--- src/rtl/i2cmb_env_pkg.sv ---
// Shared register map, command codes, status layouts and error bit positions
// for the i2cmb environment and its protocol monitor.
package i2cmb_env_pkg;

  localparam int NUM_ERR = 7;

  typedef enum logic [1:0] {
    REG_CSR  = 2'd0,
    REG_DPR  = 2'd1,
    REG_CMDR = 2'd2,
    REG_FSMR = 2'd3
  } reg_addr_e;

  typedef enum logic [2:0] {
    CMD_WAIT     = 3'b000,
    CMD_WRITE    = 3'b001,
    CMD_READ_ACK = 3'b010,
    CMD_READ_NAK = 3'b011,
    CMD_START    = 3'b100,
    CMD_STOP     = 3'b101,
    CMD_SET_BUS  = 3'b110,
    CMD_INVALID  = 3'b111
  } i2c_cmd_e;

  typedef struct packed {
    logic       don;
    logic       nak;
    logic       al;
    logic       err;
    logic       rsvd;
    logic [2:0] cmd;
  } cmdr_reg_t;

  typedef struct packed {
    logic       e;
    logic       ie;
    logic       bb;
    logic       bc;
    logic [3:0] bus_id;
  } csr_reg_t;

  typedef enum logic [2:0] {
    ERR_TIMEOUT     = 3'd0,
    ERR_BAD_CMD     = 3'd1,
    ERR_OVERLAP     = 3'd2,
    ERR_IRQ_NO_IE   = 3'd3,
    ERR_IRQ_STUCK   = 3'd4,
    ERR_WRONG_BUS   = 3'd5,
    ERR_BB_MISMATCH = 3'd6
  } err_idx_e;

  typedef enum logic [1:0] {
    IDLE = 2'd0,
    BUSY = 2'd1,
    DONE = 2'd2
  } mon_state_e;

  function automatic logic [2:0] err_popcount(input logic [NUM_ERR-1:0] v);
    logic [2:0] n;
    n = '0;
    for (int i = 0; i < NUM_ERR; i++) n = n + {2'b00, v[i]};
    return n;
  endfunction

endpackage

--- src/rtl/i2c_bus_cond_detect.sv ---
// START/STOP condition detector for a single I2C bus; busy tracks START..STOP.
module i2c_bus_cond_detect (
  input  logic clk_i,
  input  logic rst_i,
  input  logic scl,
  input  logic sda,
  output logic start,
  output logic stop,
  output logic busy
);

  logic scl_q;
  logic sda_q;

  assign start = scl_q & scl & sda_q & ~sda;
  assign stop  = scl_q & scl & ~sda_q & sda;

  // Previous-line registers reset high so an idle bus never looks like an edge.
  always_ff @(posedge clk_i) begin
    if (rst_i) begin
      scl_q <= 1'b1;
      sda_q <= 1'b1;
      busy  <= 1'b0;
    end else begin
      scl_q <= scl;
      sda_q <= sda;
      if (start)
        busy <= 1'b1;
      else if (stop)
        busy <= 1'b0;
    end
  end

endmodule

--- src/rtl/i2cmb_protocol_monitor.sv ---
// Passive i2cmb protocol monitor: shadows CSR/CMDR, tracks command lifetime and
// flags rule violations. Define I2CMB_MON_BB_CHECK_EN to enable the CSR bb check.
module i2cmb_protocol_monitor
  import i2cmb_env_pkg::*;
#(
  parameter int NUM_I2C_BUSSES     = 1,
  parameter int WB_ADDR_WIDTH      = 2,
  parameter int WB_DATA_WIDTH      = 8,
  parameter int CMD_TIMEOUT_CYCLES = 4096,
  parameter int IRQ_CLR_LATENCY    = 2,
  parameter int ERR_CNT_WIDTH      = 8
) (
  input  logic                      clk_i,
  input  logic                      rst_i,
  input  logic                      cyc_o,
  input  logic                      stb_o,
  input  logic                      we_o,
  input  logic                      ack_i,
  input  logic [WB_ADDR_WIDTH-1:0]  adr_o,
  input  logic [WB_DATA_WIDTH-1:0]  dat_o,
  input  logic [WB_DATA_WIDTH-1:0]  dat_i,
  input  logic                      irq_i,
  input  logic [NUM_I2C_BUSSES-1:0] scl_i,
  input  logic [NUM_I2C_BUSSES-1:0] sda_i,
  output logic [NUM_ERR-1:0]        err_pulse_o,
  output logic [NUM_ERR-1:0]        err_sticky_o,
  output logic [ERR_CNT_WIDTH-1:0]  err_cnt_o,
  output logic                      cmd_pending_o,
  output logic [NUM_I2C_BUSSES-1:0] bus_busy_o,
  output logic [3:0]                sel_bus_o
);

  localparam int TMR_W = (CMD_TIMEOUT_CYCLES > 0) ? $clog2(CMD_TIMEOUT_CYCLES + 1) : 1;
  localparam int LAT_W = (IRQ_CLR_LATENCY > 0) ? $clog2(IRQ_CLR_LATENCY + 1) : 1;
  localparam bit TIMEOUT_EN = (CMD_TIMEOUT_CYCLES != 0);
  localparam logic [TMR_W-1:0] TMR_LIMIT = TMR_W'(CMD_TIMEOUT_CYCLES);
  localparam logic [LAT_W-1:0] LAT_LIMIT = LAT_W'(IRQ_CLR_LATENCY);
  localparam logic [4:0] NUM_B = 5'(NUM_I2C_BUSSES);

  logic wr_hs, rd_hs;
  logic csr_wr, csr_rd, dpr_wr, cmdr_wr, cmdr_rd;
  reg_addr_e addr;

  assign wr_hs   = cyc_o & stb_o & we_o & ack_i;
  assign rd_hs   = cyc_o & stb_o & ~we_o & ack_i;
  assign addr    = reg_addr_e'(adr_o[1:0]);
  assign csr_wr  = wr_hs && (addr == REG_CSR);
  assign csr_rd  = rd_hs && (addr == REG_CSR);
  assign dpr_wr  = wr_hs && (addr == REG_DPR);
  assign cmdr_wr = wr_hs && (addr == REG_CMDR);
  assign cmdr_rd = rd_hs && (addr == REG_CMDR);

  mon_state_e        state_q, state_d;
  csr_reg_t          csr_q;
  cmdr_reg_t         cmdr_q, cmdr_d, rd_stat;
  logic [3:0]        dpr_q;
  logic [3:0]        bus_id_q, bus_id_d;
  logic [3:0]        sel_bus_q, sel_bus_d;
  logic [TMR_W-1:0]  timer_q, timer_d;
  logic              irq_q, irq_rise;
  logic              launch;
  logic              err_timeout, err_bad_cmd, err_overlap;
  logic              err_no_ie, err_stuck, err_wrong_bus, err_bb;
  logic [NUM_ERR-1:0] err_now;

  assign rd_stat  = cmdr_reg_t'(dat_i[7:0]);
  assign irq_rise = irq_i & ~irq_q;

  always_ff @(posedge clk_i) begin
    if (rst_i) begin
      state_q   <= IDLE;
      csr_q     <= '0;
      cmdr_q    <= '0;
      dpr_q     <= '0;
      bus_id_q  <= '0;
      sel_bus_q <= '0;
      timer_q   <= '0;
      irq_q     <= 1'b1;
    end else begin
      state_q   <= state_d;
      cmdr_q    <= cmdr_d;
      bus_id_q  <= bus_id_d;
      sel_bus_q <= sel_bus_d;
      timer_q   <= timer_d;
      irq_q     <= irq_i;
      if (csr_wr) csr_q <= csr_reg_t'(dat_o[7:0]);
      if (dpr_wr) dpr_q <= dat_o[3:0];
    end
  end

  // A CMDR write from IDLE/DONE starts a command; from BUSY it is an overlap
  // that relatches and restarts the timer.
  always_comb begin
    state_d     = state_q;
    cmdr_d      = cmdr_q;
    bus_id_d    = bus_id_q;
    sel_bus_d   = sel_bus_q;
    timer_d     = timer_q;
    launch      = 1'b0;
    err_timeout = 1'b0;
    err_bad_cmd = 1'b0;
    err_overlap = 1'b0;
    unique case (state_q)
      IDLE: launch = cmdr_wr;
      BUSY: begin
        timer_d = timer_q + 1'b1;
        if (csr_wr && !dat_o[7]) begin
          state_d = IDLE;
        end else if (cmdr_wr) begin
          launch      = 1'b1;
          err_overlap = 1'b1;
        end else if (irq_rise || (cmdr_rd && (dat_i[7:4] != 4'd0))) begin
          state_d = DONE;
        end else if (TIMEOUT_EN && (cmdr_q.cmd != CMD_WAIT) && (timer_q == TMR_LIMIT)) begin
          err_timeout = 1'b1;
          state_d     = IDLE;
        end
      end
      DONE: begin
        if (cmdr_rd) begin
          state_d = IDLE;
          if ((cmdr_q.cmd == CMD_INVALID) && rd_stat.don) err_bad_cmd = 1'b1;
          // Only in-range bus ids are accepted as the new selected bus.
          if (cmdr_q.cmd == CMD_SET_BUS) begin
            if ({1'b0, bus_id_q} < NUM_B) begin
              if (rd_stat.don) sel_bus_d = bus_id_q;
            end else if (!rd_stat.err) begin
              err_bad_cmd = 1'b1;
            end
          end
        end else begin
          launch = cmdr_wr;
        end
      end
      default: state_d = IDLE;
    endcase
    if (launch) begin
      state_d = BUSY;
      cmdr_d  = cmdr_reg_t'(dat_o[7:0]);
      timer_d = '0;
      if (dat_o[2:0] == CMD_SET_BUS) bus_id_d = dpr_q;
    end
  end

  logic             stuck_armed_q;
  logic [LAT_W-1:0] stuck_cnt_q;

  assign err_no_ie = irq_i & ~csr_q.ie;
  assign err_stuck = stuck_armed_q && irq_i && (stuck_cnt_q == LAT_LIMIT);

  always_ff @(posedge clk_i) begin
    if (rst_i) begin
      stuck_armed_q <= 1'b0;
      stuck_cnt_q   <= '0;
    end else if (cmdr_rd) begin
      stuck_armed_q <= 1'b1;
      stuck_cnt_q   <= '0;
    end else if (stuck_armed_q) begin
      if (!irq_i || err_stuck)
        stuck_armed_q <= 1'b0;
      else
        stuck_cnt_q <= stuck_cnt_q + 1'b1;
    end
  end

  logic [NUM_I2C_BUSSES-1:0] start_p, stop_p;

  for (genvar g = 0; g < NUM_I2C_BUSSES; g++) begin : g_bus
    i2c_bus_cond_detect u_det (
      .clk_i (clk_i),
      .rst_i (rst_i),
      .scl   (scl_i[g]),
      .sda   (sda_i[g]),
      .start (start_p[g]),
      .stop  (stop_p[g]),
      .busy  (bus_busy_o[g])
    );
  end

  always_comb begin
    err_wrong_bus = 1'b0;
    for (int b = 0; b < NUM_I2C_BUSSES; b++)
      if (start_p[b] && (!csr_q.e || (sel_bus_q != 4'(b)))) err_wrong_bus = 1'b1;
  end

`ifdef I2CMB_MON_BB_CHECK_EN
  logic [15:0] busy_pad;
  assign busy_pad = 16'(bus_busy_o);
  assign err_bb   = csr_rd && (dat_i[5] != busy_pad[sel_bus_q]);
`else
  assign err_bb = 1'b0;
`endif

  always_comb begin
    err_now                  = '0;
    err_now[ERR_TIMEOUT]     = err_timeout;
    err_now[ERR_BAD_CMD]     = err_bad_cmd;
    err_now[ERR_OVERLAP]     = err_overlap;
    err_now[ERR_IRQ_NO_IE]   = err_no_ie;
    err_now[ERR_IRQ_STUCK]   = err_stuck;
    err_now[ERR_WRONG_BUS]   = err_wrong_bus;
    err_now[ERR_BB_MISMATCH] = err_bb;
  end

  // Extra headroom bits let the add detect overflow before saturating.
  logic [ERR_CNT_WIDTH+2:0] cnt_sum;
  assign cnt_sum = {3'b000, err_cnt_o} + (ERR_CNT_WIDTH+3)'(err_popcount(err_now));

  always_ff @(posedge clk_i) begin
    if (rst_i) begin
      err_pulse_o  <= '0;
      err_sticky_o <= '0;
      err_cnt_o    <= '0;
    end else begin
      err_pulse_o  <= err_now;
      err_sticky_o <= err_sticky_o | err_now;
      err_cnt_o    <= (|cnt_sum[ERR_CNT_WIDTH+2:ERR_CNT_WIDTH]) ? '1 : cnt_sum[ERR_CNT_WIDTH-1:0];
    end
  end

  assign cmd_pending_o = (state_q != IDLE);
  assign sel_bus_o     = sel_bus_q;

  logic unused_sink;
  assign unused_sink = ^{adr_o, dat_o, dat_i, csr_rd, stop_p, csr_q, cmdr_q, rd_stat};

endmodule
--- config.mk ---
export PLATFORM = sky130hd
export DESIGN_NAME = i2cmb_protocol_monitor
export DESIGN_NICKNAME = d
export VERILOG_FILES = /design/src/rtl/i2cmb_env_pkg.sv /design/src/rtl/i2c_bus_cond_detect.sv /design/src/rtl/i2cmb_protocol_monitor.sv
export SDC_FILE = /design/constraint.sdc
export NUM_CORES = 1
export LEC_CHECK = 0
export CAP_MARGIN = 0
export CORE_MARGIN = 1.5
export CORE_UTILIZATION = 35
export CTS_CLUSTER_SIZE = 20
export DETAILED_ROUTE_END_ITERATION = 8
export PLACE_DENSITY_LB_ADDON = 0.12
export SLEW_MARGIN = 0
export SYNTH_ARGS = -nofsm -noshare
export SYNTH_HDL_FRONTEND = slang
export SYNTH_SLANG_ARGS = --single-unit
--- constraint.sdc ---
create_clock -name clk_i -period 6.56 [get_ports clk_i]
set_input_delay 1.312 -clock clk_i [delete_from_list [all_inputs] [get_ports clk_i]]
set_output_delay 1.312 -clock clk_i [all_outputs]
set_load 0.01 [all_outputs]
; ---- After elaboration in Yosys (flattened, before gate mapping)
; Cells that the tools add are included.
[word_totals]
reg_bits = 61
latchBits = 0
ramBits = 0
rom_bits = 0
output_inout_bits = 28
elab_cells = 126
memories = 0
[classes]
add_sub_neg = 8
multipliers = 0
div = 0
n_lt_le_gt_ge = 1
eq_ne = 16
shift = 0
mux = 30
n_bitwise = 20
n_reduce_logical = 32
[op_table]
columns = cell, count
row1 = $mux 1, 22
row2 = $add 13x1->13 const B, 1
row3 = $eq 13x13->1 const B, 1
row4 = $and 1x1->1, 12
row5 = $logic_and 1x1->1, 11
row6 = $mux 2, 5
row7 = $add 3x1->3, 3
row8 = $add 8x3->9, 1
row9 = $eq 3x3->1 const B, 3
row10 = $mux 8, 1
row11 = $ne 4x4->1 const B, 2
row12 = $reduce_and 4->1, 2
row13 = $reduce_bool 4->1, 2
row14 = $not 1->1, 7
row15 = $or 7x6->7, 1
row16 = $eq 2x2->1 const B, 3
row17 = $ne 3x3->1 const B, 2
row18 = $pmux 2 s3, 1
row19 = $ne 5x5->1 const B, 1
row20 = $reduce_and 5->1, 1
row21 = $eq 2x1->1 const B, 2
row22 = $logic_not 2->1, 2
row23 = $lt 4x1->1 const B, 1
row24 = $ne 2x2->1 const B, 2
row25 = other kinds (11), 18

; ---- Longest topological paths before layout
[depth]
ltp_word = 18
depth_mapped = 15
depth_no_buf = 15

; ---- Modules after synthesis
; A second synthesis with hierarchy kept.
[hier_totals]
cells_unflattened = 285
hier_area_um2 = 2660.1
[modules_own_cells]
columns = module, n_inst, cells_per_inst, area_per_inst_um2
row1 = i2cmb_protocol_monitor, 1, 272, 2531.2
row2 = i2c_bus_cond_detect, 1, 13, 128.9

; ---- Worst setup path before layout
; Ideal clock, no wire load.
[synth_path]
path_type = input to register
startpoint = in adr_o[0]
endpoint = reg err_cnt_o[0]
arrival_ns = 4.321
t_required_ns = 6.490
slack_ns = 2.168
cell_stages = 13
path_buffers = 0
path_cell_list = nand2b_1 > o41a_1 > nand2_1 > nor3_1 > fa_1 > inv_1 > fa_1 > fa_1 > inv_1 > fa_1 > a21oi_1 > or3_1 > a21oi_1
[synth_between]
elab_chain_cells = 16
word_cells_on_any_way = 25
classes_between = add/sub (6) / eq/ne (1) / mux (10) / reduce/logical (8)
[synth_lines]
columns = element, line
row1 = start: declaration, i2cmb_protocol_monitor.sv:19  ; input logic [WB_ADDR_WIDTH-1:0] adr_o,
row2 = $eq 2x2->1, "i2cmb_protocol_monitor.sv:50, i2cmb_protocol_monitor.sv:51"
row3 = $logic_and 1x1->1, i2cmb_protocol_monitor.sv:51  ; assign cmdr_rd = rd_hs && (addr == REG_CMDR);
row4 = $logic_and 1x1->1, i2cmb_protocol_monitor.sv:112  ; end else if (irq_rise || (cmdr_rd && (dat_i[7:4] != 4'd0))) begin
row5 = $logic_or 1x1->1, i2cmb_protocol_monitor.sv:112
row6 = $mux 1, i2cmb_protocol_monitor.sv:112
row7 = $mux 1, i2cmb_protocol_monitor.sv:109  ; end else if (cmdr_wr) begin
row8 = $mux 1 *, i2cmb_protocol_monitor.sv:107  ; if (csr_wr && !dat_o[7]) begin
row9 = $mux 1 *, i2cmb_protocol_monitor.sv:103  ; unique case (state_q)
row10 = via err_timeout, i2cmb_protocol_monitor.sv:62  ; logic err_timeout, err_bad_cmd, err_overlap;
row11 = $add 1x1->2 *, i2cmb_env_pkg.sv:61  ; for (int i = 0; i < NUM_ERR; i++) n = n + {2'b00, v[i]};
row12 = $add 2x1->3 *, i2cmb_env_pkg.sv:61
row13 = $add 3x1->3 * (3 in series), i2cmb_env_pkg.sv:61
row14 = $add 8x3->9 *, i2cmb_protocol_monitor.sv:207  ; assign cnt_sum = {3'b000, err_cnt_o} + (ERR_CNT_WIDTH+3)'(err_popcount(err_now));
row15 = $reduce_or 3->1, i2cmb_protocol_monitor.sv:217  ; err_cnt_o <= (|cnt_sum[ERR_CNT_WIDTH+2:ERR_CNT_WIDTH]) ? '1 : cnt_sum[ERR_CNT_WIDTH-1:0];
row16 = $mux 8 *, i2cmb_protocol_monitor.sv:217
row17 = end signal: assignment, i2cmb_protocol_monitor.sv:217
row18 = end: declaration, i2cmb_protocol_monitor.sv:27  ; output logic [ERR_CNT_WIDTH-1:0] err_cnt_o,
; The timed path passes the listed nets; every way through them passes the cells marked *.
; A chain may end at the register's enable or synchronous reset.

; ---- Worst setup path in the final report
[layout_path]
startpoint = in dat_i[7]
endpoint = reg err_cnt_o[0]
[layout_between]
elab_chain_cells = 15
word_cells_on_any_way = 22
classes_between = add/sub (6) / mux (11) / reduce/logical (5)
[layout_lines]
columns = element, line
row1 = start: declaration, i2cmb_protocol_monitor.sv:21  ; input logic [WB_DATA_WIDTH-1:0] dat_i,
row2 = $reduce_bool 4->1 *, i2cmb_protocol_monitor.sv:112
row3 = $logic_and 1x1->1 *, i2cmb_protocol_monitor.sv:112
row4 = $logic_or 1x1->1 *, i2cmb_protocol_monitor.sv:112
row5 = $mux 1 *, i2cmb_protocol_monitor.sv:112
row6 = $mux 1 *, i2cmb_protocol_monitor.sv:109
row7 = $mux 1 *, i2cmb_protocol_monitor.sv:107
row8 = $mux 1 *, i2cmb_protocol_monitor.sv:103
row9 = via err_timeout, i2cmb_protocol_monitor.sv:62
row10 = $add 1x1->2 *, i2cmb_env_pkg.sv:61
row11 = $add 2x1->3 *, i2cmb_env_pkg.sv:61
row12 = $add 3x1->3 * (3 in series), i2cmb_env_pkg.sv:61
row13 = $add 8x3->9 *, i2cmb_protocol_monitor.sv:207
row14 = $reduce_or 3->1, i2cmb_protocol_monitor.sv:217
row15 = $mux 8 *, i2cmb_protocol_monitor.sv:217
; Marked as above.

==> impl_results.md <==
* Die height at 89.3 um
* PwrDens at roughly 210 nW/um^2
* Cts repair resizes at 0
* Violation count after the first detailed-route iteration at ~50
* Maximum ir drop on the vdd rail at 0.123 mV
* Ordered cell list for the critical path: clkdlybuf4s50_1, nor4_1, o41a_1, nand2_1, nor3_1, fa_1, inv_1, fa_1, fa_1, inv_1, fa_1, a21oi_1, or3_1, a21oi_1
* Final-layout worst hold slack at 0.446 ns
* Drt pass-1 iters at 4
* Final number of max-transition violations at 0
* Unrepaired setup endpoints after global routing: false
* Register area share after synthesis at 45.3%
* Final Routed Wirelength at 5390 um
* Fraction of final layout cells with drive strength greater than 1 at 8.76%
* Type of the worst setup path: input port to register
* Clock network latency to the later pin of the worst-skew pair at 0.33 ns
* Number of synthesized register bits at 59
* Area growth from synthesis to layout at 26.5%
* Reg-to-reg startpoint: timer_q[0]$_SDFFE_PP0N_
* TritonCTS clock tree: built
* Largest stage delay, worst path at 0.48 ns
* Post-CTS setup buffer count at 0
* Number of fillers in the final layout at between 700 and 800
* Leading cell type by number of instances after synthesis: sky130_fd_sc_hd__dfxtp_1
* Maximum root-to-sink buffer count at 2
* Transition time of the tightest slew-check pin at about 0.53 ns
* Hold Path Class: register to register
* Time the worst path needs with I/O delays and setup at 4.98 ns
* Register clock-pin slew on the reported worst setup and hold paths at approximately 0.06 ns
* Worst endpoint required time at 6.82 ns
* Post-synth EDFFs at 0
* Post-synthesis cell type with the largest combined area: sky130_fd_sc_hd__dfxtp_1
* Clock root buffer: sky130_fd_sc_hd__clkbuf_8
* Mapped cell area at 2610 um^2
* Capture instance of the worst register-to-register path: err_cnt_o[0]$_SDFF_PP0_
* Most Frequent Cell on Critical Path: sky130_fd_sc_hd__fa_1
* Full die area at 7980 um^2
* Worst reg2reg setup slack at 2.73 ns
* Total I/O pin count at 55
* Cell area after layout at 3300 um^2
* Yosys warning count at 0
* Maximum capacitance violations at 0
* X dimension of the die at 89.3 um
* Sum of internal, switching and leakage power at between 0.6 and 0.7 mW
* Avg Inst Size Synth at 9.38 um^2
* Area fraction of the dominant cell type after synthesis at 45.3%
* Critical path startpoint category: input port
* TNS Setup at 0 ns
* Total of hold buffers inserted after clock tree synthesis at 0
* Number of clock buffers inserted by TritonCTS at 9
* Net count reported at finish at 363
* Result of the run: finished, final reports clean
* Count of antenna-violating nets left after detailed routing at 0
* H-tree levels at 3
* DR vias/cell at between 4 and 5
* Site Rows at 31
* Synth Flop Type: sky130_fd_sc_hd__dfxtp_1
* Ratio of final minimum period to clock period at approximately three quarters
* Largest cells by area after synthesis: sky130_fd_sc_hd__dfxtp_1, sky130_fd_sc_hd__nor2_1, sky130_fd_sc_hd__mux2i_1, sky130_fd_sc_hd__a21oi_1, sky130_fd_sc_hd__fa_1
* Final setup skew at 0.00929 ns
* Count of buffers inserted at the top-level ports at 46
* Leakage at 1.27 nW
* Cell with the largest stage delay on the worst path: sky130_fd_sc_hd__or3_1
* Via count of the first global-routing pass at 1900
* Capturing element type of the critical path: register
* Hold violation count in the final report at 0
* Worst slew slack as a fraction of its limit at 64.9%
* Endpoint, Worst Hold: err_sticky_o[3]$_SDFF_PP0_
* Number of clock sinks at 59
* Number of DRC violations after detailed routing at 0
* Unique cell type count in the Yosys netlist at 52
* Detailed-placement wirelength estimate at 3930 um
* Worst-path fanout max at 5
* Antenna Diode Count at 0
* Instance count along the most critical hold path at 2
* RD Place Congestion at ~0.73
* Pin count of the biggest net entering global routing at 46
* Antenna violations before repair at 0
* Area of the core at approximately 7000 um^2
* Endpoint arrival time on the critical path at 5.23 ns
* Average detailed-routed wire length per instance at 12.5 um
* Max frequency at 201 MHz
* Placed instance area at roughly 3100 um^2
* Path depth of the worst reg2reg path at 14
* Worst Hold Launch: err_sticky_o[3]$_SDFF_PP0_
* Number of failing setup endpoints in the final timing report at 0
* Commonest cells in the netlist: sky130_fd_sc_hd__dfxtp_1, sky130_fd_sc_hd__nor2_1, sky130_fd_sc_hd__a21oi_1, sky130_fd_sc_hd__inv_1, sky130_fd_sc_hd__mux2i_1
* Sum of overflow across all layers after global routing at 0
* Global-route wire length before repair at 8960 um
* Via count at between 2k and 2.5k
* Starting Density at a little over a third
* Total global routing track utilization at 15.1%
* Number of instances in the synthesized netlist at 278
* Proportion of register bits with asynchronous set or reset after synthesis at 0%
==> registers in the layout (all words and copies together), names as in the netlist, 2 cells and up <==
register	cells
bus_id_q	4
cmdr_q	3
csr_q	2
dpr_q	4
err_cnt_o	8
err_pulse_o	6
err_sticky_o	6
sel_bus_o	4
state_q	2
stuck_cnt_q	2
timer_q	13
==> metal layers <==
| layer | track usage, % | wire [um] | vias to the layer above |
|---|---|---|---|
| li1 | - | - | 1056 |
| met1 | 19.2 | 2590 | 946 |
| met2 | 23.8 | 2500 | 43 |
| met3 | 6.37 | 230 | 5 |
| met4 | 4.20 | 63 | 0 |
| met5 | 0 | 0 | - |
==> critical path, delay by kind of cell <==
kind / cells / cell delay (ns)
AOI/OAI and AO/OA: 3 / 0.51
adders and majority gates: 4 / 1.49
buffers and inverters: 3 / 0.62
and+or+nand+nor: 4 / 1.30
==> cell usage in the layout (no fill, tap or decap), drive strengths merged, types with 2 or more instances in the layout <==
| cell type | instances |
|---|---|
| inv | 16 |
| or3 | 4 |
| xor2 | 8 |
| ha | 6 |
| xnor2 | 5 |
| o21ai | 3 |
| clkbuf | 11 |
| dfxtp | 59 |
| mux2i | 13 |
| clkinv | 3 |
| clkdlybuf4s50 | 46 |
| nor3 | 5 |
| and4b | 2 |
| a21oi | 20 |
| nand3 | 10 |
| o31ai | 3 |
| or4 | 2 |
| nor4b | 2 |
| conb | 2 |
| or2 | 5 |
| nand4 | 8 |
| o41a | 2 |
| or4b | 2 |
| clkinvlp | 2 |
| nor2 | 40 |
| nand2 | 11 |
| nor2b | 4 |
| nand2b | 5 |
| and4 | 2 |
| fa | 4 |
| and2 | 6 |
| nor4 | 4 |
==> power by group <==
| group | internal, mW | total (mW) | switching [mW] |
|---|---|---|---|
| Clock | 0.135 | 0.274 | 0.139 |
| Combinational | 0.0295 | 0.0561 | 0.0266 |
| Sequential | 0.364 | 0.368 | 0.00338 |
==> final cells by class <==
class                      instances  area (um^2)  area share [%]
clock buffer                      11          131            3.98
clock inverter                     5         30.0           0.910
inverter                          16         60.1            1.82
multi-input combinational        193         1300            39.5
sequential                        59         1180            35.8
tap                               99          124            3.76
timing repair buffer              47          468            14.2
==> per-stage QoR <==
step                worst slack, ns  utilization, %  std cells
floorplan                      2.17               -        279
global placement               1.30            43.5        414
detailed placement             1.30            43.5        414
CTS                            1.63            45.7        430
global route                   1.35            45.7        430
finish                         1.58            45.7        430
==> how the worst max path moves through the flow <==
stage | depth (start not counted) | from | to
finish | 14 | dat_i[7] | err_cnt_o[0]$_SDFF_PP0_
global route | 14 | dat_i[7] | err_cnt_o[0]$_SDFF_PP0_
CTS | 14 | dat_i[7] | err_cnt_o[1]$_SDFF_PP0_
detailed placement | 14 | dat_i[7] | err_cnt_o[1]$_SDFF_PP0_
global placement | 14 | dat_i[7] | err_cnt_o[0]$_SDFF_PP0_
floorplan | 13 | adr_o[0] | err_cnt_o[0]$_SDFF_PP0_
==> cell families after synthesis <==
logic type | count (synthesis) | share of synthesized area, %
buffers and inverters | 27 | 4.85
adder cells (fa/ha/maj) | 10 | 5.95
AO/OA/AOI/OAI | 36 | 8.69
XOR/XNOR | 13 | 4.37
AND/OR/NAND/NOR | 119 | 25.7
flip-flops | 59 | 45.3
multiplexers | 13 | 4.99
other | 1 | 0.144
Note: power is estimated with default switching activity, not from simulation.
